File: src/rtl/mono_mode_ctrl.sv
// rtl/mono_mode_ctrl.sv - PS/2 Ctrl+Alt hotkey and CPU-write monochrome mode selector
module mono_mode_ctrl #(
  parameter int         TIMEOUT_CYC  = 95240,
  parameter logic [1:0] DEFAULT_MODE = 2'b00
) (
  input  logic       clk_kb,
  input  logic       rst_n,
  input  logic [7:0] kb_data,
  input  logic       kb_valid,
  input  logic       cpu_we,
  input  logic [7:0] cpu_din,
  output logic [1:0] monochrome_switcher,
  output logic       mode_chg
);

  localparam logic [16:0] TO_VAL = 17'(TIMEOUT_CYC);

  typedef enum logic [2:0] {S_IDLE, S_E0, S_F0, S_E0F0, S_SKIP} state_t;

  state_t      state, state_nxt, state_cur;
  logic [16:0] idle_cnt;
  logic [2:0]  skip_cnt, skip_nxt;
  logic        timeout;
  logic        ev_make, ev_break, ev_ext;
  logic        ctrl_l, ctrl_r, alt_l, alt_r, m_held;
  logic        hk;
  logic [1:0]  mode_nxt;

  // An abandoned prefix behaves exactly like IDLE, including for a byte arriving in that cycle
  assign timeout   = (state != S_IDLE) && (idle_cnt >= TO_VAL);
  assign state_cur = timeout ? S_IDLE : state;
  assign hk        = (ctrl_l | ctrl_r) & (alt_l | alt_r);

  // Prefix state, idle counter and Pause skip counter registers
  always_ff @(posedge clk_kb or negedge rst_n) begin
    if (!rst_n) begin
      state    <= S_IDLE;
      skip_cnt <= 3'd0;
      idle_cnt <= 17'd0;
    end else begin
      state    <= state_nxt;
      skip_cnt <= skip_nxt;
      if (kb_valid || state_nxt == S_IDLE)
        idle_cnt <= 17'd0;
      else if (idle_cnt != TO_VAL)
        idle_cnt <= idle_cnt + 17'd1;
    end
  end

  // Prefix decoding: next state and make/break event generation
  always_comb begin
    state_nxt = timeout ? S_IDLE : state;
    skip_nxt  = skip_cnt;
    ev_make   = 1'b0;
    ev_break  = 1'b0;
    ev_ext    = 1'b0;
    if (kb_valid) begin
      case (state_cur)
        S_IDLE: begin
          case (kb_data)
            8'hE0: state_nxt = S_E0;
            8'hF0: state_nxt = S_F0;
            8'hE1: begin
              state_nxt = S_SKIP;
              skip_nxt  = 3'd7;
            end
            8'hAA, 8'hFA, 8'hFE, 8'hEE, 8'h00, 8'hFF: ;
            default: ev_make = 1'b1;
          endcase
        end
        S_E0: begin
          if (kb_data == 8'hF0)
            state_nxt = S_E0F0;
          else if (kb_data == 8'hE0)
            state_nxt = S_E0;
          else begin
            ev_make   = 1'b1;
            ev_ext    = 1'b1;
            state_nxt = S_IDLE;
          end
        end
        S_F0: begin
          ev_break  = 1'b1;
          state_nxt = S_IDLE;
        end
        S_E0F0: begin
          ev_break  = 1'b1;
          ev_ext    = 1'b1;
          state_nxt = S_IDLE;
        end
        S_SKIP: begin
          skip_nxt = skip_cnt - 3'd1;
          if (skip_cnt <= 3'd1)
            state_nxt = S_IDLE;
        end
        default: state_nxt = S_IDLE;
      endcase
    end
  end

  // Modifier and M-held flags follow make/break events of their keys
  always_ff @(posedge clk_kb or negedge rst_n) begin
    if (!rst_n) begin
      ctrl_l <= 1'b0;
      ctrl_r <= 1'b0;
      alt_l  <= 1'b0;
      alt_r  <= 1'b0;
      m_held <= 1'b0;
    end else if (ev_make || ev_break) begin
      case (kb_data)
        8'h14: if (ev_ext) ctrl_r <= ev_make; else ctrl_l <= ev_make;
        8'h11: if (ev_ext) alt_r  <= ev_make; else alt_l  <= ev_make;
        8'h3A: if (!ev_ext) m_held <= ev_make;
        default: ;
      endcase
    end
  end

  // Hotkey actions on non-extended makes; a CPU write overrides them
  always_comb begin
    mode_nxt = monochrome_switcher;
    if (ev_make && !ev_ext && hk) begin
      case (kb_data)
        8'h3A: if (!m_held) mode_nxt = monochrome_switcher + 2'd1;
        8'h16: mode_nxt = 2'b00;
        8'h1E: mode_nxt = 2'b01;
        8'h26: mode_nxt = 2'b10;
        8'h25: mode_nxt = 2'b11;
        default: ;
      endcase
    end
    if (cpu_we)
      mode_nxt = cpu_din[1:0];
  end

  // Registered mode output with a change pulse only on an actual value change
  always_ff @(posedge clk_kb or negedge rst_n) begin
    if (!rst_n) begin
      monochrome_switcher <= DEFAULT_MODE;
      mode_chg            <= 1'b0;
    end else begin
      monochrome_switcher <= mode_nxt;
      mode_chg            <= (mode_nxt != monochrome_switcher);
    end
  end

endmodule
File: config.mk
export PLATFORM = sky130hd
export DESIGN_NAME = mono_mode_ctrl
export DESIGN_NICKNAME = d
export VERILOG_FILES = /design/src/rtl/mono_mode_ctrl.sv
export SDC_FILE = /design/constraint.sdc
export NUM_CORES = 1
export LEC_CHECK = 0
export CAP_MARGIN = 30
export CORE_ASPECT_RATIO = 1.4
export CORE_MARGIN = 3
export CORE_UTILIZATION = 35
export DETAILED_ROUTE_END_ITERATION = 10
export SETUP_SLACK_MARGIN = 0.2
export SYNTH_ARGS = -nofsm -noshare
export SYNTH_HDL_FRONTEND = slang
export SYNTH_SLANG_ARGS = --single-unit
File: constraint.sdc
create_clock -name clk_kb -period 3.7 [get_ports clk_kb]
set_input_delay 0.37 -clock clk_kb [delete_from_list [all_inputs] [get_ports clk_kb]]
set_output_delay 0.37 -clock clk_kb [all_outputs]
set_load 0.005 [all_outputs]
# Word-level counts from Yosys, hierarchy flattened
# Index checks and enable logic that the tools add are counted.
[op_classes] shift=0 reduce_logical=20 bitwise_logic=4 n_lt_le_gt_ge=2 mux=24 mul=0 n_div=0 eq_ne=22 addsub=3
[op_table] operator="== test 8 bit (second input constant)" n=8
[op_table] operator="2-to-1 mux 17 bit" n=2
[op_table] operator="== test 8 x 5 -> 1 bit (second input constant)" n=4
[op_table] operator="== test 8 x 6 -> 1 bit (second input constant)" n=3
[op_table] operator="case mux 3 bit (3 select lines)" n=2
[op_table] operator="AND reduction 3 bit" n=6
[op_table] operator="adder 17 x 1 -> 17 bit (second input constant)" n=1
[op_table] operator="greater-or-equal comparator 17 bit (second input constant)" n=1
[op_table] operator="!= test 17 bit (second input constant)" n=1
[op_table] operator="2-to-1 mux 3 bit" n=4
[op_table] operator="case mux 2 bit (5 select lines)" n=1
[op_table] operator="OR reduction 9 bit" n=1
[op_table] operator="zero test 8 bit" n=1
[op_table] operator="2-to-1 mux 1 bit" n=8
[op_table] operator="2-to-1 mux 2 bit" n=4
[op_table] operator="== test 3 x 2 -> 1 bit (second input constant)" n=2
[op_table] operator="zero test 3 bit" n=2
[op_table] operator="case mux 3 bit (2 select lines)" n=1
[op_table] operator="case mux 1 bit (2 select lines)" n=2
[op_table] operator="nonzero test 2 bit" n=2
[op_table] operator="== test 3 x 1 -> 1 bit (second input constant)" n=1
[op_table] operator="== test 3 bit (second input constant)" n=1
[op_table] operator="less-or-equal comparator 3 x 1 -> 1 bit (second input constant)" n=1
[op_table] operator="logical AND 1 bit" n=3
[op_table] operator="11 further kinds" n=13
[totals] rom_bits=0 ram_bits=0 regBits=31 memories=0 output_inout_bits=3 wordCells=85 latch_bits=0 input_bits=20

# Logic depth before layout (Yosys ltp)
[logic_depth] ltp_word=12 depth_mapped=9 depth_no_buf=8

# Least setup slack after synthesis
# No wires, ideal clock.
[synth_timing] path_type="register to register" from="register idle_cnt[0]" to="register skip_cnt[0]" required_ns=3.575 path_buffers=0 path_stages_with_launch=8 t_arrival_ns=1.791 slack_ns=1.785 setup_ns=0.125 period_less_slack_ns=1.915 cell_sequence="dfrtp_1 > inv_1 > ha_1 > and4b_1 > a41oi_1 > o21ai_1 > o221a_2 > mux2_2"
[synth_between] elab_chain_len=6 elab_cells_between_ends=9 classes_between="order compare: 1; eq/ne: 2; mux: 2; reduce/logical: 4"
[synth_rtl] element="from (decl)" line="21" rtl="logic [16:0] idle_cnt;"
[synth_rtl] element="from (signal assigned)" line="46" rtl="idle_cnt <= idle_cnt + 17'd1;"
[synth_rtl] element="greater-or-equal comparator 17 bit *" line="30" rtl="assign timeout = (state != S_IDLE) && (idle_cnt >= TO_VAL);"
[synth_rtl] element="logical AND 1 bit *" line="30"
[synth_rtl] element="2-to-1 mux 3 bit *" line="31" rtl="assign state_cur = timeout ? S_IDLE : state;"
[synth_rtl] element="zero test 3 bit / == test 3 bit (equally long branches)" line="58" rtl="case (state_cur)"
[synth_rtl] element="!= test 2 x 1 -> 1 bit (no line) / nonzero test 2 bit (equally long branches)"
[synth_rtl] element="AND reduction 3 bit (no line)"
[synth_rtl] element="to (signal assigned)" line="42" rtl="skip_cnt <= skip_nxt;"
[synth_rtl] element="to (decl)" line="22" rtl="logic [2:0] skip_cnt, skip_nxt;"
# Every way passes the cells marked *; elsewhere a longest branch is shown, timed or not.
# A chain may end at the register's enable or synchronous reset.

# Worst setup path in the final report
[layout_timing] from="register idle_cnt[0]" to="register idle_cnt[16]"
[layout_between] elab_chain_len=9 elab_cells_between_ends=17 classes_between="add/sub: 1; order compare: 1; eq/ne: 3; mux: 7; reduce/logical: 5"
[layout_rtl] element="greater-or-equal comparator 17 bit" line="30"
[layout_rtl] element="logical AND 1 bit" line="30"
[layout_rtl] element="2-to-1 mux 3 bit" line="31, 52"
[layout_rtl] element="case mux 3 bit (3 select lines) (tied with other cells)" line="60" rtl="case (kb_data)"
[layout_rtl] element="case mux 3 bit (3 select lines)" line="58"
[layout_rtl] element="2-to-1 mux 3 bit" line="57" rtl="if (kb_valid) begin"
[layout_rtl] element="zero test 3 bit" line="43" rtl="if (kb_valid || state_nxt == S_IDLE)"
[layout_rtl] element="logical OR 1 bit" line="43"
[layout_rtl] element="2-to-1 mux 17 bit / nonzero test 2 bit (equally long branches)"
# Parallel ways exist; a longest one is shown, timed or not. The select of a mux whose other input is x is not followed.

==> impl_metrics.csv <==
group,metric,value,unit
routing,final_antenna_net_count,0,
yosys,ys_seq_area_share,40.8,%
clock_network,cts_resized,0,
floorplanning,coreArea,5200,um2
sta,drv_slew,0,
setup_path,critPathKind,"reg2reg",
sta,clock-skew-final,3.94,ps
global_routing,grt_busiest_layer,"met2",
power,seq_power_share,45.0,%
sta,tns,0,ps
setup_path,crit_family,"simple AND/OR/NAND/NOR gates",
power,p_comb_share,14.0,%
yosys,synth_cell_types,44,
sta,tightest_slew,705,ps
floorplanning,initial_core_util,36.5,%
setup_path,cp_slowest_cell,"or3_1",
yosys,synth-seq-cells,31,
yosys,synth_ff_type,"dfrtp_1",
sta,setup_violations,0,
setup_path,cp_max_fo,17,
clock_network,cts_made_buffers,5,
routing,first_iter_violations,28,
clock_network,path_clk_slew,60,ps
floorplanning,die_w,68.3,um
sta,max_slew_margin,52.6,%
global_routing,grt_first_pass_wirelength,6.53,mm
power,p_switching,197,uW
clock_network,clock_sinks,31,
floorplanning,fp.dieH,93.2,um
routing,wl,3.83,mm
yosys,postSynthCellCount,207,
setup_path,cp-start-kind,"flip-flop",
yosys,synth_warnings,0,
power,power.internal,639,uW
floorplanning,rows,31,
clock_network,clk_path_buf_depth,2,
setup_path,path_cells,"inv_1 -> ha_1 -> and4b_1 -> a41oi_1 -> a2bb2oi_1 -> or3_1 -> a21oi_1",
global_routing,first_global_vias,1457,
yosys,synth_fp_nets,231,
yosys,synth_edf_count,0,
layout,area_growth_syn_to_layout,17.4,%
power,p_clk_share,41.0,%
layout,diodes,0,
setup_path,required,3890,ps
yosys,synth_area,1900,um2
yosys,synth_area_per_cell,9.18,um2
routing,num_vias,1548,
routing,drcViolationCount,0,
run_status,status,"finished, final reports clean",
sta,fin_hold_ws,480,ps
layout,n_fill_cell,537,
layout,post_route_cells_drive_above_1_share,7.05,%
setup_path,arrival,2390,ps
sta,fmax,0.456,GHz
sta,post-route-min-period,2200,ps
global_routing,use_met3,3.37,%
global_routing,grt-ovfl-total,0,
floorplanning,die_area,6360,um2
global_routing,antenna_found_initial,0,
setup_path,cp_num_buf_inv,1,
clock_network,cts_setup_buffers,0,
flow_run,maxCapViolations,0,
sta,rsz0062_at_grt,"no",
layout,nNetsFinal,250,
global_routing,grt_max_degree,32,
floorplanning,ios,23,
placed_design,port-buffer-count,16,
clock_network,cts-root-buf,"clkbuf_8",
global_routing,track_usage,13.4,%
layout,regArea,776,um2
placed_design,hpwl,2.72,mm
layout,multiInputGateArea,1050,um2
routing,wl_per_cell,13.1,um
global_routing,grt_use_met1,16.3,%
yosys,async_reset_ff_share,100,%
clock_network,cts_hold_buf,0,
routing,routed_via_density,5.28,
global_routing,grt_use_met2,22.3,%
worst_hold_path,hp-class,"in2async",
setup_path,cp-end-kind,"flip-flop",
sta,fin_crit_sh,59.3,%
setup_path,critPathMaxStageDelay,580,ps
power,swShare,23.6,%
power,p_leak,0.901,nW
routing,dr.pass1.iters,4,
sta,final_hold_viol_count,0,
clock_network,cts_tree,"built",
clock_network,insertion_delay,280,ps
clock_network,cts_max_level,2,
power,p_per_area,375,nW/um2
placed_design,gp_congestion,0.782,
power,ir_drop,204,uV
[cell usage after synthesis (all sizes together), types with 2 or more instances]
cell type  number  area, um2
nor3            3       15.0
clkbuf          3       11.3
nor3b           2       15.0
mux2i           3       30.0
xnor2           9       78.8
or3             4       25.0
xor2           12        105
inv            10       37.5
nor2           26       97.6
nand4           8       50.1
and3            4       26.3
a2bb2oi         3       26.3
o221a           2       22.5
and4b           3       30.0
ha              4       50.1
o21ai          13       65.1
a21oi           4       20.0
o211ai          3       22.5
nand3          15       75.1
buf             2       26.3
mux2            3       33.8
nor4            4       40.0
o31ai           2       15.0
nand2          14       52.6
o22ai           3       18.8
nor2b           3       18.8
dfrtp          31        776
o22a            2       17.5
[placed cells by master, fill, tap and decap left out, types with 2 or more instances in the layout]
cell type / n
dfrtp_1: 31
nor2_1: 26
clkdlybuf4s50_1: 16
nand3_1: 15
nand2_1: 14
xor2_1: 12
o21ai_0: 12
inv_1: 10
xnor2_1: 9
nand4_1: 8
clkbuf_8: 6
or3_1: 4
a21oi_1: 4
ha_1: 4
and4b_1: 3
nor3_1: 3
and3_1: 3
nor2b_1: 3
o211ai_1: 3
mux2i_1: 3
a2bb2oi_1: 3
o22ai_1: 3
nor4_1: 3
mux2_2: 3
o22a_1: 2
o221a_2: 2
nor3b_1: 2
o31ai_1: 2
[sequential cells by signal, indices dropped and copies added (netlist names)]
name,count
alt_l,1
monochrome_switcher,2
mode_chg,1
ctrl_l,1
ctrl_r,1
idle_cnt,17
m_held,1
state,3
alt_r,1
skip_cnt,3
[final timing paths]
check | start | endpoint | cells after the start | slack (ps)
max reg2reg | idle_cnt[0] | idle_cnt[16] | 7 | 1500
min reg2reg | skip_cnt[1] | skip_cnt[1] | 1 | 490
min | rst_n | idle_cnt[0] | 2 | 480
max | idle_cnt[0] | idle_cnt[16] | 7 | 1500
min in group clk_kb | skip_cnt[1] | skip_cnt[1] | 1 | 490
max in group asynchronous | rst_n | idle_cnt[1] | 2 | 2920
[through the flow]
stage | total power [mW] | instance area (um2) | std cells | utilization, % | worst slack (ps)
2_1_floorplan | 0.453 | 1900 | 207 | - | 1780
3_3_place_gp | 0.499 | 2110 | 285 | 40.6 | 1300
3_5_place_dp | 0.501 | 2110 | 285 | 40.6 | 1300
4_1_cts | 0.851 | 2230 | 293 | 42.9 | 1470
5_1_grt | 0.883 | 2230 | 293 | 42.9 | 1260
6_report | 0.836 | 2230 | 293 | 42.9 | 1500
[routing by layer]
metal,part of all wire [%],routed length [um]
met1,46,1760
met2,48,1850
met3,4.2,159
met4,1.5,59
met5,0,0
[layout make-up]
cell class	instances	share of cell area [%]
clock buffers	6	3.70
repair buffers	17	7.52
multi-input cells	161	47.0
well taps	66	3.70
flip-flops and latches	31	34.8
clock inverters	2	1.57
inverters	10	1.68
[cells by family after synthesis]
family          after synthesis  synth area share [%]
simple gates                 92                  25.8
compound gates               38                  13.7
flops                        31                  40.8
xor+xnor                     21                  9.68
buf+inv                      15                  3.95
mux                           6                  3.36
fa+ha+maj                     4                  2.64
[worst reg2reg max path, stage by stage (launching register included)]
cell and delay (ps):
dfrtp_1 370, inv_1 80, ha_1 190, and4b_1 220, a41oi_1 330, a2bb2oi_1 110
or3_1 580, a21oi_1 240
[power by group through the flow]
stage	registers (mW)	clock network, mW	logic (mW)
2_1_floorplan	0.379	0	0.0732
3_3_place_gp	0.382	0	0.117
3_5_place_dp	0.382	0	0.119
4_1_cts	0.376	0.356	0.119
5_1_grt	0.378	0.369	0.135
6_report	0.376	0.342	0.117
No activity file was read; power rests on OpenSTA's default activity.
